**src/rtl/cpu_trace_buffer.sv**
```systemverilog
// Trace capture FIFO on the CPU observation port: one entry per pc change while armed.
// Optional feature macro TRACE_TIMESTAMP_EN adds a 16-bit CAPTURE-cycle stamp to each entry.
module cpu_trace_buffer #(
    parameter int DEPTH  = 16,
    parameter int ADDR_W = 4,
`ifdef TRACE_TIMESTAMP_EN
    parameter int ENTRY_W = 112
`else
    parameter int ENTRY_W = 96
`endif
) (
    input  logic               clk,
    input  logic               rst,
    input  logic [31:0]        pc,
    input  logic [31:0]        Alures,
    input  logic [31:0]        registerOut,
    input  logic               halt,
    input  logic               arm,
    input  logic               rd_ready,
    output logic               rd_valid,
    output logic [ENTRY_W-1:0] rd_data,
    output logic [ADDR_W:0]    count,
    output logic               capturing,
    output logic               done,
    output logic               halt_stop
);

    typedef enum logic [1:0] {IDLE, CAPTURE, DONE} state_t;

    localparam logic [ADDR_W:0] FULL_CNT = (ADDR_W+1)'(DEPTH);
    localparam logic [ADDR_W:0] LAST_CNT = (ADDR_W+1)'(DEPTH - 1);

    state_t             state, state_next;
    logic [ADDR_W-1:0]  wr_ptr, rd_ptr;
    logic [31:0]        pc_q;
    logic               first;
    logic               halt_stop_next;
    logic               qual, do_rd, do_wr;
    logic [ENTRY_W-1:0] entry;
    logic [ENTRY_W-1:0] mem [DEPTH];

`ifdef TRACE_TIMESTAMP_EN
    logic [15:0] ts;

    always_ff @(posedge clk or negedge rst) begin
        if (!rst)                   ts <= '0;
        else if (arm)               ts <= '0;
        else if (state == CAPTURE)  ts <= ts + 16'd1;
    end

    assign entry = {ts, pc, Alures, registerOut};
`else
    assign entry = {pc, Alures, registerOut};
`endif

    // Read port: a transfer happens when rd_valid & rd_ready; rd_data is the oldest
    // entry (show-ahead) and is only meaningful while rd_valid is high. arm kills the read.
    assign rd_valid  = (count != '0);
    assign rd_data   = mem[rd_ptr];
    assign capturing = (state == CAPTURE);
    assign done      = (state == DONE);

    always_comb begin
        state_next     = state;
        halt_stop_next = halt_stop;
        do_rd = rd_valid && rd_ready && !arm;
        qual  = (state == CAPTURE) && !arm && (first || (pc != pc_q));
        do_wr = qual && ((count < FULL_CNT) || do_rd);
        if (arm) begin
            state_next     = CAPTURE;
            halt_stop_next = 1'b0;
        end else if (state == CAPTURE) begin
            if (halt) begin
                state_next     = DONE;
                halt_stop_next = 1'b1;
            end else if (do_wr && !do_rd && (count == LAST_CNT)) begin
                state_next     = DONE;
                halt_stop_next = 1'b0;
            end
        end
    end

    always_ff @(posedge clk or negedge rst) begin
        if (!rst) begin
            state     <= IDLE;
            halt_stop <= 1'b0;
            pc_q      <= '0;
            first     <= 1'b0;
        end else begin
            state     <= state_next;
            halt_stop <= halt_stop_next;
            pc_q      <= pc;
            // first stays set through the arm cycle so the first CAPTURE cycle always records
            if (arm)                   first <= 1'b1;
            else if (state == CAPTURE) first <= 1'b0;
        end
    end

    always_ff @(posedge clk or negedge rst) begin
        if (!rst) begin
            wr_ptr <= '0;
            rd_ptr <= '0;
            count  <= '0;
        end else if (arm) begin
            wr_ptr <= '0;
            rd_ptr <= '0;
            count  <= '0;
        end else begin
            if (do_wr) wr_ptr <= wr_ptr + 1'b1;
            if (do_rd) rd_ptr <= rd_ptr + 1'b1;
            case ({do_wr, do_rd})
                2'b10:   count <= count + 1'b1;
                2'b01:   count <= count - 1'b1;
                default: count <= count;
            endcase
        end
    end

    always_ff @(posedge clk) begin
        if (do_wr) mem[wr_ptr] <= entry;
    end

endmodule

```
**config.mk**
```make
export PLATFORM = sky130hd
export DESIGN_NAME = cpu_trace_buffer
export DESIGN_NICKNAME = d
export VERILOG_FILES = /design/src/rtl/cpu_trace_buffer.sv
export SDC_FILE = /design/constraint.sdc
export NUM_CORES = 1
export LEC_CHECK = 0
export CAP_MARGIN = 10
export CORE_MARGIN = 1.5
export CORE_UTILIZATION = 45
export DETAILED_ROUTE_END_ITERATION = 6
export GPL_ROUTABILITY_DRIVEN = 0
export HOLD_SLACK_MARGIN = 0.05
export PLACE_DENSITY = 0.61
export SLEW_MARGIN = 15
export SYNTH_ARGS = -nofsm -noshare
export SYNTH_HDL_FRONTEND = slang
export SYNTH_SLANG_ARGS = --single-unit
```
**constraint.sdc**
```tcl
create_clock -name clk -period 11.1 [get_ports clk]
set_clock_uncertainty 0.2 [all_clocks]
set_input_delay 2.22 -clock clk [delete_from_list [all_inputs] [get_ports clk]]
set_output_delay 2.22 -clock clk [all_outputs]
set_load 0.05 [all_outputs]
```
======== Word level (Yosys, flattened, before mapping) ========
Memories as Yosys holds them, arrays and structs flattened.
Index checks and enable logic that the tools add are counted.
W data, S select, Z words.
operators by class
  $add $sub $neg .......................... 4
  order comparisons ....................... 1
  eq/ne operators ......................... 6
  multiplexer cells ....................... 18
  reduce and logical (&&, ||, !) cells .... 18
operators by type and width
  cell                   count
  $ne A32 B32 Y1         1
  $mux W4                4
  $pmux W5 S2            1
  $add A4 B1 Y4 const B  2
  $mux W1                8
  $mux W2                4
  $logic_and A1 B1 Y1    7
  $reduce_bool A2 Y1     3
  $reduce_bool A3 Y1     2
  $add A5 B1 Y5 const B  1
  $eq A5 B4 Y1 const B   1
  $lt A5 B5 Y1 const B   1
  $mux W5                1
  $reduce_bool A5 Y1     1
  $sub A5 B1 Y5 const B  1
  $eq A2 B1 Y1 const B   2
  $eq A2 B2 Y1 const B   2
  $logic_not A1 Y1       2
  $logic_or A1 B1 Y1     2
  $reduce_and A2 Y1      1
word-level totals
  register bits after elaboration ......... 49
  bits in writable memories ............... 1,536
  bits of input ports ..................... 101
  output and inout bits ................... 105
  logic and storage cells ................. 55
  memories kept ........................... 1
memories
  memory  words  bits a word  read ports  clocked after Yosys merged registers in  wr ports  line  text
  mem     16     96           1           0                                        1         40    logic [ENTRY_W-1:0] mem [DEPTH];

======== Logic depth before layout (Yosys ltp) ========
  depth after elaboration ................. 11
  depth in mapped cells ................... 14
  depth with buffers taken out ............ 13

======== Least setup slack after synthesis ========
No wires, ideal clock.
  kind .................................... in2reg
  start ................................... input arm
  end ..................................... memory mem[11][0], enable pin
  arrival time ............................ 12,089 ps
  data required time ...................... 10,113 ps
  path slack .............................. -1,976 ps
  stages .................................. 5
  cell sequence ........................... clkbuf_1 nor3_2 o31ai_2 buf_4 nor4_1
on the way
  cells in the longest elaborated chain, start to end .. 6
  elaborated cells between the ends (all ways) .. 8
RTL lines
  what                                                       line    text
  from (decl)                                                18      input logic arm,
  $logic_not A1 Y1 (*)                                       66, 67
  $logic_and A1 B1 Y1, on equally long branches              67, 66
  $logic_and A1 B1 Y1 or $logic_or A1 B1 Y1 (tied branches)  67, 68
  $logic_and A1 B1 Y1 (*)                                    68      do_wr = qual && ((count < FULL_CNT) || do_rd);
  $mux W1 (*)                                                120     if (do_wr) mem[wr_ptr] <= entry;
  $mux W1 (not written as such) (*)                          120
  to (decl)                                                  40
Mark *: on every way between the ends. The rest lies on a longest branch, timed or not.

======== Final worst setup path ========
  start ................................... register rd_ptr[0]
  end ..................................... output rd_data[69]
on the way
  cells in the longest elaborated chain, start to end .. 1
RTL lines
  what                    line  text
  from (decl)             34    logic [ADDR_W-1:0] wr_ptr, rd_ptr;
  from (signal assigned)  110   if (do_rd) rd_ptr <= rd_ptr + 1'b1;
  $mem_v2 Z16 W96         -
  to (decl)               21    output logic [ENTRY_W-1:0] rd_data,
Every way passes these cells.

==> results by group <==
Finish
  – NumNets Final: 3,437
  – Multi-input logic area: 0.0128 mm²
  – Layout cells sized above 1: 0.173
  – Total area of sequential cells: 0.0474 mm²
  – Post-route insts no fill: 5,230
  – Layout overhead on the synthesized area: 15.3%
  – Final Util: 0.524
  – Filler cells: 10,500

Place
  – Setup slack at placement: 4.07 ns
  – Placed Instances: 4,932
  – IO buf count: 205
  – Dpl hpwl: 75.8 mm

Critical path
  – Most used cell, CP: buf_4
  – Crit-path cells: buf_4, buf_4, mux2_2, o21ai_0, a21oi_1, a22oi_1, nand2_1, clkdlybuf4s50_1
  – Crit Path Class: flip-flop to output port
  – CP Data Required Time: 8.68 ns
  – Critical Path AT: 5.32 ns
  – CP bufs+invs: 3
  – Critical Path End Type: output port
  – Crit path max fanout: 55
  – Startpoint type of the worst setup path: flip-flop
  – Cell family with most CP delay: buffers and inverters
  – Max incr delay on CP: 0.92 ns
  – Slowest CP cell: dfrtp_4

Die
  – Core area: 0.134 mm²
  – Die height: 371 µm
  – Boundary Pins: 206
  – Die area: 0.137 mm²
  – Die Wd: 371 µm
  – Row Count: 134
  – Initial Utilization: 0.455

STA
  – Final setup margin: 3.36 ns
  – Fmax: 129 MHz
  – Fin crit period: 7.74 ns
  – Slew HR: 0.251
  – RSZ-0062 raised after global routing: no
  – Final Cycle Share: 0.697
  – Final setup viols: 0
  – Tightest Pin Transition: 1.12 ns
  – Max-slew violation count: 0
  – Final hold vios: 0

Drt
  – DR vias/cell: 5.86
  – Post-route DRC: 0
  – WL/cell: 28.4 µm
  – Post-DRT Antenna Nets: 0
  – DRT Pass-1 Iters: 5
  – Vias post-DR: 30,700
  – 1st-iter DRT viols: 2,644
  – Routed wire length: 149 mm

CTS
  – Clk Latency, worst-skew pair: 0.78 ns
  – # H-tree levels: 4
  – Clock-pin transition on the worst setup and hold timing paths: 0.06 ns
  – Inserted Clock Buffers: 161
  – CTS tree: done
  – Post-cts hold buffer count: 0
  – Postcts setup bufs: 0
  – CTS root buffer: clkbuf_16
  – Clock Tree Buf Depth: 3
  – Post-CTS resize count: 0
  – Clock sinks: 1,585

Logic synthesis
  – Syn Std Cell Area: 0.0608 mm²
  – Number of enable flip-flop cells after synthesis: 1,536
  – Ys flop type: edfxtp_1
  – Seq/Total Area, Yosys: 0.778
  – Synth Instances: 3,064
  – Syn_area_per_cell: 19.9 µm²
  – Ys Warns: 0
  – Yosys reg bits: 1,585
  – Syn nets: 3,174
  – Netlist cell types: 42
  – Ys async rst share: 0.0309

GRT
  – Largest net degree at the start of global routing: 145
  – Vias in the first global route: 31,800
  – Antenna violations before repair: 19
  – First-pass GRT wire length: 215 mm
  – Total gr overflow: 0
  – Overall routing resource usage: 0.217

Pwr
  – Static Leak: 21.9 nW
  – Pwr per Cell Area: 202 mW/mm²
  – Maximum vdd drop: 0.207 mV

Outcome
  – Status: complete, no violations

Min path
  – Hold crit path type: flip-flop to flip-flop

Flow run
  – # Max-Cap Violations: 0
-- metrics by stage --
stage / TNS (ns) / area, µm² / hold WS [ns] / power (mW)
global placement: 0 / 65000 / 0.312 / 9.02
CTS: 0 / 70100 / 0.343 / 14.3
floorplan: -758.73 / 60800 / 0.248 / 8.35
detailed placement: 0 / 65000 / 0.326 / 9.05
global route: 0 / 70100 / 0.355 / 14.6
finish: 0 / 70100 / 0.344 / 14.2
-- synth_stat cells (2+ instances only) --
| library cell | count | share of area |
|---|---|---|
| a21oi_1 | 101 | 0.0083 |
| dfrtp_1 | 49 | 0.020 |
| ha_1 | 8 | 0.0016 |
| o31a_1 | 2 | 0.00029 |
| buf_2 | 58 | 0.0048 |
| nand4_1 | 5 | 0.00051 |
| and2_1 | 14 | 0.0014 |
| nand2_1 | 109 | 0.0067 |
| mux4_2 | 192 | 0.071 |
| nor4_1 | 11 | 0.0011 |
| xnor2_1 | 6 | 0.00086 |
| o21ai_0 | 194 | 0.016 |
| inv_1 | 13 | 0.00080 |
| buf_1 | 17 | 0.0010 |
| mux2_4 | 2 | 0.00049 |
| nand2b_1 | 2 | 0.00021 |
| nor3_1 | 6 | 0.00049 |
| clkbuf_1 | 88 | 0.0054 |
| o31ai_1 | 2 | 0.00025 |
| o211ai_1 | 3 | 0.00037 |
| nor2_1 | 12 | 0.00074 |
| nor2b_1 | 6 | 0.00062 |
| xor2_1 | 31 | 0.0045 |
| edfxtp_1 | 1536 | 0.76 |
| mux2i_1 | 291 | 0.048 |
| a22oi_1 | 96 | 0.012 |
| mux2_2 | 96 | 0.018 |
| nand3_1 | 5 | 0.00041 |
| a221oi_1 | 96 | 0.014 |
-- cells in the final DEF (no fill, tap or decap), types with 101 or more instances in the layout --
master | netlist | layout
a21oi_1 | 101 | 101
clkbuf_16 | 0 | 165
clkdlybuf4s50_1 | 0 | 204
edfxtp_1 | 1536 | 1536
mux2i_1 | 291 | 291
mux4_2 | 192 | 192
nand2_1 | 109 | 108
o21ai_0 | 194 | 194
-- kinds of logic (layout without fill, tap and decap cells) --
kind of cell	count (synthesis)	in the layout	share of synthesized area
fa+ha+maj	9	9	0.00197
other cells	0	3	0
mux	582	582	0.137
flops	1585	1585	0.778
xor+xnor	38	38	0.00578
simple gates	174	174	0.0130
buf+inv	178	573	0.0122
compound gates	498	498	0.0515
-- worst register-to-register path: stages (launching register included) --
cell	delay [ns]
dfrtp_1	0.38
xor2_1	0.43
nor4_1	0.17
nand4_1	0.24
o31ai_2	0.10
buf_4	0.22
nor3_1	0.30
and2_4	0.75
buf_4	0.89
-- final timing paths --
path	from	end	slack, ns	cells after the start
worst min register to register	first	first	0.34	2
worst max-delay path	rd_ptr[0]	rd_data[69]	3.36	8
worst min-delay path	first	first	0.34	2
worst max register to register	pc_q[3]	mem[10][65]	6.98	8
min in group asynchronous	rst	pc_q[4]	1.39	2
max in group asynchronous	rst	rd_ptr[2]	8.61	2
-- state kept, by name, indices dropped and copies added (netlist names) --
signal and count:
wr_ptr 4, count 5, first 1, state 2, halt_stop 1, rd_ptr 4
pc_q 32, mem 1536
-- layout make-up --
class,count,area share
Sequential cell,1585,0.675
Multi-Input combinational cell,1301,0.183
Clock buffer,212,0.0620
Timing Repair Buffer,264,0.0364
Tap cell,1768,0.0315
Clock inverter,83,0.0110
Inverter,14,0.000749
Antenna cell,3,0.000107
-- power by group --
part,internal (mW),switching (mW)
Combinational,0.874,1.30
Clock,3.04,2.22
Sequential,6.66,0.0675
Total,10.6,3.59
-- layer usage --
metal / up-vias / global-route usage / part of all wire
li1: 13100 / - / -
met1: 16300 / 0.305 / 0.43
met2: 995 / 0.353 / 0.49
met3: 241 / 0.0347 / 0.060
met4: 18 / 0.0586 / 0.022
met5: - / 0 / 0.00073
Note: power is estimated with default switching activity, not from simulation.
